--- src/rtl/sub_arbiter_pkg.sv ---
// Shared definitions for the round-robin subtract arbiter: FSM encoding,
// requester count, round-robin pointer width and a one-hot helper.
package sub_arbiter_pkg;

  localparam int NREQ  = 4;
  localparam int PTR_W = 2;

  typedef enum logic [1:0] {
    IDLE = 2'd0,
    CALC = 2'd1,
    RESP = 2'd2
  } state_t;

  typedef logic [PTR_W-1:0] ptr_t;

  // Turn a requester index into its one-hot grant/done vector.
  function automatic logic [NREQ-1:0] onehot(input ptr_t idx);
    logic [NREQ-1:0] vec;
    vec      = '0;
    vec[idx] = 1'b1;
    return vec;
  endfunction

endpackage

--- src/rtl/SUB.sv ---
// Component-library subtractor: diff = a - b modulo 2^DATAWIDTH, and
// borrow = 1 when a < b (unsigned).
module SUB #(
  parameter int DATAWIDTH = 2
) (
  input  logic [DATAWIDTH-1:0] a,
  input  logic [DATAWIDTH-1:0] b,
  output logic [DATAWIDTH-1:0] diff,
  output logic                 borrow
);

  // One extra bit on the left catches the borrow out of the subtraction.
  assign {borrow, diff} = {1'b0, a} - {1'b0, b};

endmodule

--- src/rtl/sub_arbiter.sv ---
// Four requesters share one subtractor. A round-robin pick in IDLE grants one
// requester and latches its operands; CALC registers the result and pulses
// done in RESP. One operation every three cycles.
module sub_arbiter
  import sub_arbiter_pkg::*;
#(
  parameter int DATAWIDTH = 2
) (
  input  logic                      Clk,
  input  logic                      Rst,
  input  logic [NREQ-1:0]           req,
  input  logic [NREQ*DATAWIDTH-1:0] a,
  input  logic [NREQ*DATAWIDTH-1:0] b,
  output logic [NREQ-1:0]           gnt,
  output logic [NREQ-1:0]           done,
  output logic [DATAWIDTH-1:0]      diff,
  output logic                      borrow,
  output logic                      busy
);

  state_t                 state, state_nxt;
  ptr_t                   rr_ptr;
  ptr_t                   win;
  logic [DATAWIDTH-1:0]   a_lat, b_lat;
  logic [DATAWIDTH-1:0]   sub_diff;
  logic                   sub_borrow;
  logic [PTR_W:0]         pick;
  logic                   found;
  ptr_t                   pick_idx;

  // First set request bit at or after ptr, wrapping modulo NREQ. Returns
  // {found, index}. Scanning from the farthest offset back means the nearest
  // offset is the last assignment and therefore wins.
  function automatic logic [PTR_W:0] rr_pick(input logic [NREQ-1:0] r,
                                             input ptr_t ptr);
    logic [PTR_W:0] res;
    ptr_t           idx;
    res = '0;
    for (int k = NREQ - 1; k >= 0; k--) begin
      idx = ptr + ptr_t'(k);
      if (r[idx]) res = {1'b1, idx};
    end
    return res;
  endfunction

  assign pick     = rr_pick(req, rr_ptr);
  assign found    = pick[PTR_W];
  assign pick_idx = pick[PTR_W-1:0];
  assign busy     = (state != IDLE);

  SUB #(
    .DATAWIDTH(DATAWIDTH)
  ) u_sub (
    .a      (a_lat),
    .b      (b_lat),
    .diff   (sub_diff),
    .borrow (sub_borrow)
  );

  // State register.
  // NOTE: sequential state uses non-blocking assignments so every register
  // samples pre-edge values regardless of block ordering.
  always_ff @(posedge Clk or negedge Rst) begin
    if (!Rst) state <= IDLE;
    else      state <= state_nxt;
  end

  // Next-state logic; requests only matter in IDLE.
  // NOTE: state_nxt gets a default before the case so no path leaves it
  // unassigned, which would otherwise infer a latch.
  always_comb begin
    state_nxt = state;
    case (state)
      IDLE:    if (found) state_nxt = CALC;
      CALC:    state_nxt = RESP;
      RESP:    state_nxt = IDLE;
      default: state_nxt = IDLE;
    endcase
  end

  // Datapath: grant and operand capture, result registration, done pulse.
  always_ff @(posedge Clk or negedge Rst) begin
    if (!Rst) begin
      rr_ptr <= '0;
      win    <= '0;
      a_lat  <= '0;
      b_lat  <= '0;
      gnt    <= '0;
      done   <= '0;
      diff   <= '0;
      borrow <= 1'b0;
    end else begin
      case (state)
        IDLE: begin
          if (found) begin
            win    <= pick_idx;
            a_lat  <= a[pick_idx*DATAWIDTH +: DATAWIDTH];
            b_lat  <= b[pick_idx*DATAWIDTH +: DATAWIDTH];
            gnt    <= onehot(pick_idx);
            rr_ptr <= pick_idx + ptr_t'(1);
          end
        end
        CALC: begin
          diff   <= sub_diff;
          borrow <= sub_borrow;
          done   <= onehot(win);
          gnt    <= '0;
        end
        RESP: begin
          done <= '0;
        end
        default: begin
          gnt  <= '0;
          done <= '0;
        end
      endcase
    end
  end

endmodule

--- config.mk ---
export PLATFORM = sky130hd
export DESIGN_NAME = sub_arbiter
export DESIGN_NICKNAME = d
export VERILOG_FILES = /design/src/rtl/sub_arbiter_pkg.sv /design/src/rtl/SUB.sv /design/src/rtl/sub_arbiter.sv
export SDC_FILE = /design/constraint.sdc
export NUM_CORES = 1
export LEC_CHECK = 0
export BUFFER_PORTS_ARGS = -buffer_cell sky130_fd_sc_hd__buf_2
export CORE_ASPECT_RATIO = 0.7
export CORE_MARGIN = 4
export CORE_UTILIZATION = 35
export DETAILED_ROUTE_END_ITERATION = 10
export PLACE_DENSITY = 0.59
export SLEW_MARGIN = 20
export SYNTH_ARGS = -nofsm -noshare
export SYNTH_HDL_FRONTEND = slang
export SYNTH_SLANG_ARGS = --single-unit
--- constraint.sdc ---
create_clock -name Clk -period 2.4 [get_ports Clk]
set_input_delay 0.48 -clock Clk [delete_from_list [all_inputs] [get_ports Clk]]
set_output_delay 0.48 -clock Clk [all_outputs]
set_load 0.01 [all_outputs]
# --- After elaboration in Yosys (flattened, before gate mapping) ---
# Index checks and enable logic that the tools add are counted.
totals:
  word_cells: 55
  in_bits: 22
  regBits: 21
  out_inout_bits: 12
op_classes:
  shift: 2
  muxes: 21
  n_reduce_logical: 6
  magnitude_cmp: 8
  n_eq_ne: 3
  n_addsub: 5
  bitwise: 1
op_table:
  columns: ["cell", "n"]
  rows:
  - ["< comparator 2 x 3 -> 1 bit, second input constant", 6]
  - ["case mux 4 bit (2 select lines)", 2]
  - ["indexed part select 8 x 4 -> 2 bit", 2]
  - ["2-to-1 mux 3 bit", 4]
  - ["binary-select mux 1 bit (select 2 bit)", 4]
  - ["2-to-1 mux 1 bit", 6]
  - ["adder 2 x 1 -> 2 bit, second input constant", 2]
  - ["adder 2 bit, second input constant", 2]
  - ["demux 1 bit (select 2 bit)", 2]
  - ["greater-or-equal comparator 2 x 1 -> 1 bit, second input constant", 2]
  - ["2-to-1 mux 4 bit", 1]
  - ["case mux 2 bit (2 select lines)", 1]
  - ["AND reduction 2 bit", 2]
  - ["subtractor 2 x 2 -> 3 bit", 1]
  - ["equality test 2 x 1 -> 1 bit, second input constant", 1]
  - ["equality test 2 bit, second input constant", 1]
  - ["logical AND 1 bit", 2]
  - ["zero test 2 bit", 1]
  - ["2-to-1 mux 2 bit", 1]
  - ["inequality test 2 bit, second input constant", 1]
  - ["nonzero test 2 bit", 1]
  - ["NOT 1 bit", 1]

# --- Depth between registers and ports, before layout ---
depth:
  ltp_word: 13
  depth_mapped: 6
  depth_no_buf: 5

# --- By module ---
# From an unflattened synthesis, not the netlist that was laid out.
hier_totals:
  hier_cells: 104
  area_unflattened_um2: 1153.6
modules_own_cells:
  columns: ["module", "seq_area_each_um2", "area_each_um2", "cells_each", "n_inst"]
  rows:
  - ["sub_arbiter", 525.5, 1106.1, 98, 1]
  - ["SUB", 0.0, 47.5, 6, 1]

# --- Worst setup path after synthesis ---
# No wires, ideal clock.
synth_timing:
  kind: "input to register"
  startpoint: "input req[2]"
  endpoint: "register a_lat[1]"
  path_slack_ns: 0.683
  setup_time_ns: 0.133
  required_ns: 2.267
  arrival_ns: 1.584
  path_buffers: 1
  cell_stages: 6
  cell_sequence: "inv_1 o32a_2 and2_4 buf_6 a2111oi_4 a211oi_1"
synth_via:
  elab_chain_cells: 7
  word_cells_on_any_way: 14
  classes_between: "1 x shift; 12 x mux; 1 x reduce/logical"
synth_lines:
  columns: ["element", "line", "text"]
  rows:
  - ["start, declared", "sub_arbiter.sv:11", "input logic [NREQ-1:0] req,"]
  - ["binary-select mux 1 bit (select 2 bit)", "sub_arbiter.sv:41", "if (r[idx]) res = {1'b1, idx};"]
  - ["2-to-1 mux 1 bit (implied by the code)", "sub_arbiter.sv:41", null]
  - ["2-to-1 mux 3 bit (3 in series)", "sub_arbiter.sv:41", null]
  - ["2-to-1 mux 3 bit (*)", "sub_arbiter.sv:41", null]
  - ["indexed part select 8 x 4 -> 2 bit or AND reduction 2 bit (tied branches)", null, null]
  - ["end signal, assigned", "sub_arbiter.sv:97", "a_lat <= a[pick_idx*DATAWIDTH +: DATAWIDTH];"]
  - ["end, declared", "sub_arbiter.sv:24", "logic [DATAWIDTH-1:0] a_lat, b_lat;"]
# Mark *: on every way between the ends. The rest lies on a longest branch, timed or not. The select of a mux whose other input is x is not followed.
# A chain may end at the register's enable or synchronous reset.

# --- Final worst setup path ---
layout_timing:
  startpoint: "register rr_ptr[1]"
  endpoint: "register b_lat[1]"
layout_via:
  elab_chain_cells: 8
  word_cells_on_any_way: 17
  classes_between: "3 x add/sub; 1 x shift; 12 x mux; 1 x reduce/logical"
layout_lines:
  columns: ["element", "line", "text"]
  rows:
  - ["start, declared", "sub_arbiter.sv:22", "ptr_t rr_ptr;"]
  - ["start signal, assigned", "sub_arbiter.sv:100", "rr_ptr <= pick_idx + ptr_t'(1);"]
  - ["adder 2 bit", "sub_arbiter.sv:40", "idx = ptr + ptr_t'(k);"]
  - ["binary-select mux 1 bit (select 2 bit)", "sub_arbiter.sv:41", null]
  - ["2-to-1 mux 1 bit (implied by the code)", "sub_arbiter.sv:41", null]
  - ["2-to-1 mux 3 bit (3 in series)", "sub_arbiter.sv:41", null]
  - ["2-to-1 mux 3 bit (*)", "sub_arbiter.sv:41", null]
  - ["indexed part select 8 x 4 -> 2 bit or AND reduction 2 bit (tied branches)", null, null]
  - ["end signal, assigned", "sub_arbiter.sv:98", "b_lat <= b[pick_idx*DATAWIDTH +: DATAWIDTH];"]
  - ["end, declared", "sub_arbiter.sv:24", null]
# Marks and branches as above.

==> flow_summary.yaml <==
detailed_routing:
  drt-initial-drc-count: 28
  drtAntennaViolNets: 0
  routed_wl_um: 2209
  drt_pass1_iterations: 4
  remaining_drc_errors: 0
  vias: 859
  vias_per_cell: 4.937
  routedWlPerCell_um: 12.70
sta:
  hold_viol: 0
  fin_ws_ps: 575.0
  tightest_slew_ps: 438.5
  rsz0062_at_grt: "false"
  relSlewSlack_pct: 70.01
  max_freq_mhz: 547.9
  timing.final.crit_share_pct: 76.04
  setup_viol: 0
  maxSlewViolCount: 0
  clock_skew_ps: 2.481
  tns_ps: 0
  period_minus_slack_ps: 1825
synth:
  syn_area_um2: 1074
  seq_area_frac_synth_pct: 48.95
  synth_seq_cells: 21
  synth_cell_type_count: 31
  synth_nets: 127
  synthTopCellsByArea: "dfrtp_1 49%, mux2i_1 4.7%, a21boi_0 4.2%, nand2_1 4.2%, o21ai_0 2.8%"
  yosys.area.top_type: "dfrtp_1"
  syn-instance-count: 103
  avgSynthCellArea_um2: 10.42
  synth.top_cell.area_share_pct: 48.95
  yosys_warnings: 0
clock_tree:
  cts_resized: 0
  cts_tree: "done"
  ctsLongestPathBuffers: 2
  root_buffer: "clkbuf_8"
  clk_latency_ps: 250
  hold_buffers: 0
  cts.clk_slew.worst_paths_ps: 70
  cts_inserted_buffers: 3
  htreeDepth: 1
  numClockSinks: 21
  cts_post_setup_buffers_inserted: 0
final_layout:
  drive_above_1_share_pct: 31.16
  nets: 163
  stdcell_count: 174
  nFillCells: 298
  diodes: 0
  layout-area-overhead-vs-synth_pct: 22.26
  postLayoutCoreUtil_pct: 45.85
  final_area_um2: 1313
run:
  max_cap_violations: 0
global_routing:
  overflow: 0
  grt_first_pass_wirelength_um: 3601
  grt_start_max_net_pins: 22
  grt_antenna_before_repair: 0
  grt_pass1_vias: 789
  track_usage_pct: 11.76
power:
  p_leak_nw: 0.6401
  switching_share_pct: 39.62
  vdd_drop_max_v: 0.0004220
  pwr-share-seq_pct: 41.3
  pwr-share-clk_pct: 14.1
  power.internal_w: 0.0009531
  p_switching_w: 0.0006254
  power_density_nw_per_um2: 1203
  pwr-share-comb_pct: 44.6
critical_path:
  startpoint_type: "register"
  crit_chain: "o32a_2 > and2_4 > a2111oi_0 > a211oi_1"
  cp.arrival_ps: 1940
  path_max_fanout: 13
  required_ps: 2520
  critPathCaptureType: "register"
  cp_slowest_cell: "a2111oi_0"
  slowest_delay_ps: 480
  cp_top_family: "compound AO/OA/AOI/OAI gates"
  crit_type: "register to register"
  path_buf_inv: 0
floorplan:
  num_rows: 16
  die_area_um2: 4031
  dieHeight_um: 54.34
  die_x_um: 74.20
  ioPinCount: 34
  core_um2: 2863
  initial_utilization_pct: 37.50
placed_design:
  dp_slack_ps: 366.5
  io_buffers: 33
  placed_cells: 170
  gp_congestion: 0.7481
  place_area_um2: 1267
  dp_hpwl_um: 1770
run_status:
  run_status: "finished clean"
hold_path:
  hold_class: "primary input to async pin"
[cell usage after synthesis]
cell	number
dfrtp_1	21
nor4_1	1
nand2b_1	4
nand2_1	12
a21oi_1	5
a211oi_1	4
and2_1	1
o22ai_1	1
o21ai_0	6
a2111oi_0	3
o32a_2	1
a21o_1	1
fa_1	1
a21boi_0	6
ha_1	1
xor2_1	1
a2111oi_4	1
or2_1	2
mux2i_1	5
nor2_1	8
buf_2	1
mux2_2	2
clkinv_1	1
and2_4	1
o31ai_1	1
nand3_1	1
a32o_1	1
nand3b_1	2
inv_1	5
buf_6	2
buf_1	1
[registers in the layout (all words and copies together), names as in the netlist]
| name | flops |
|---|---|
| win | 2 |
| state | 2 |
| borrow | 1 |
| rr_ptr | 2 |
| b_lat | 2 |
| gnt | 4 |
| done | 4 |
| a_lat | 2 |
| diff | 2 |
[layout by cell type, fill, tap and decap left out, drive strengths merged, types with 5 or more instances in the layout]
master  instances
a21oi           5
a21boi          6
dfrtp          21
nand2          12
nor2            8
mux2i           5
buf            35
o21ai           6
inv             5
[final cells by class]
cell class | count | area, um^2 | share of cell area (%)
Timing Repair Buffer | 35 | 180.2 | 13.73
Inverter | 6 | 22.52 | 1.716
Clock buffer | 4 | 45.04 | 3.432
Multi-Input combinational cell | 72 | 494.2 | 37.65
Sequential cell | 21 | 525.5 | 40.04
Tap cell | 36 | 45.04 | 3.432
[per-stage QoR]
stage / hold slack [ps] / total power, W
2_1_floorplan: 184.4 / 0.001151
3_3_place_gp: 458.2 / 0.001358
3_5_place_dp: 462.1 / 0.001379
4_1_cts: 182.7 / 0.001611
5_1_grt: 201.5 / 0.001731
6_report: 160.7 / 0.001579
[path summary, 6_finish.rpt]
check                           cells after the start  slack [ps]                  start               endpoint
worst max-delay path                                4         580  rr_ptr[1]$_DFFE_PN0P_   b_lat[1]$_DFFE_PN0P_
worst min-delay path                                1         160                    Rst    done[2]$_DFFE_PN0N_
worst max register to register                      4         580  rr_ptr[1]$_DFFE_PN0P_   b_lat[1]$_DFFE_PN0P_
worst min register to register                      2         480     gnt[0]$_DFFE_PN0P_     gnt[0]$_DFFE_PN0P_
max in group asynchronous                           1        1930                    Rst  rr_ptr[1]$_DFFE_PN0P_
min in group Clk                                    2         480     gnt[0]$_DFFE_PN0P_     gnt[0]$_DFFE_PN0P_
[worst reg2reg max path: cells and delay by family (launching register included)]
family / cells / cell delay [ps]
AO/OA/AOI/OAI: 3 / 1030
flip-flops: 1 / 430
AND/OR/NAND/NOR: 1 / 240
[metal layers]
metal | vias to the layer above | global-route usage [%] | share of wire (%)
li1 | 438 | - | -
met1 | 396 | 16.23 | 49
met2 | 23 | 18.24 | 44
met3 | 2 | 4.037 | 7.0
met4 | 0 | 1.807 | 0.27
met5 | - | 0 | 0
[power groups by stage]
| stage | logic [W] | clock network, W | registers, W |
|---|---|---|---|
| after floorplan | 0.000494 | 0 | 0.000657 |
| after global placement | 0.000706 | 0 | 0.000652 |
| after detailed placement | 0.000717 | 0 | 0.000661 |
| after CTS | 0.000721 | 0.000235 | 0.000655 |
| after global routing | 0.000801 | 0.000250 | 0.000680 |
| final | 0.000705 | 0.000222 | 0.000651 |
[logic make-up after synthesis]
logic type,synth area share [%]
simple gates,14.33
compound gates,21.10
xor+xnor,0.8160
flops,48.95
fa+ha+maj,3.030
buf+inv,5.011
mux,6.760
(Power assumes the default switching activity.)
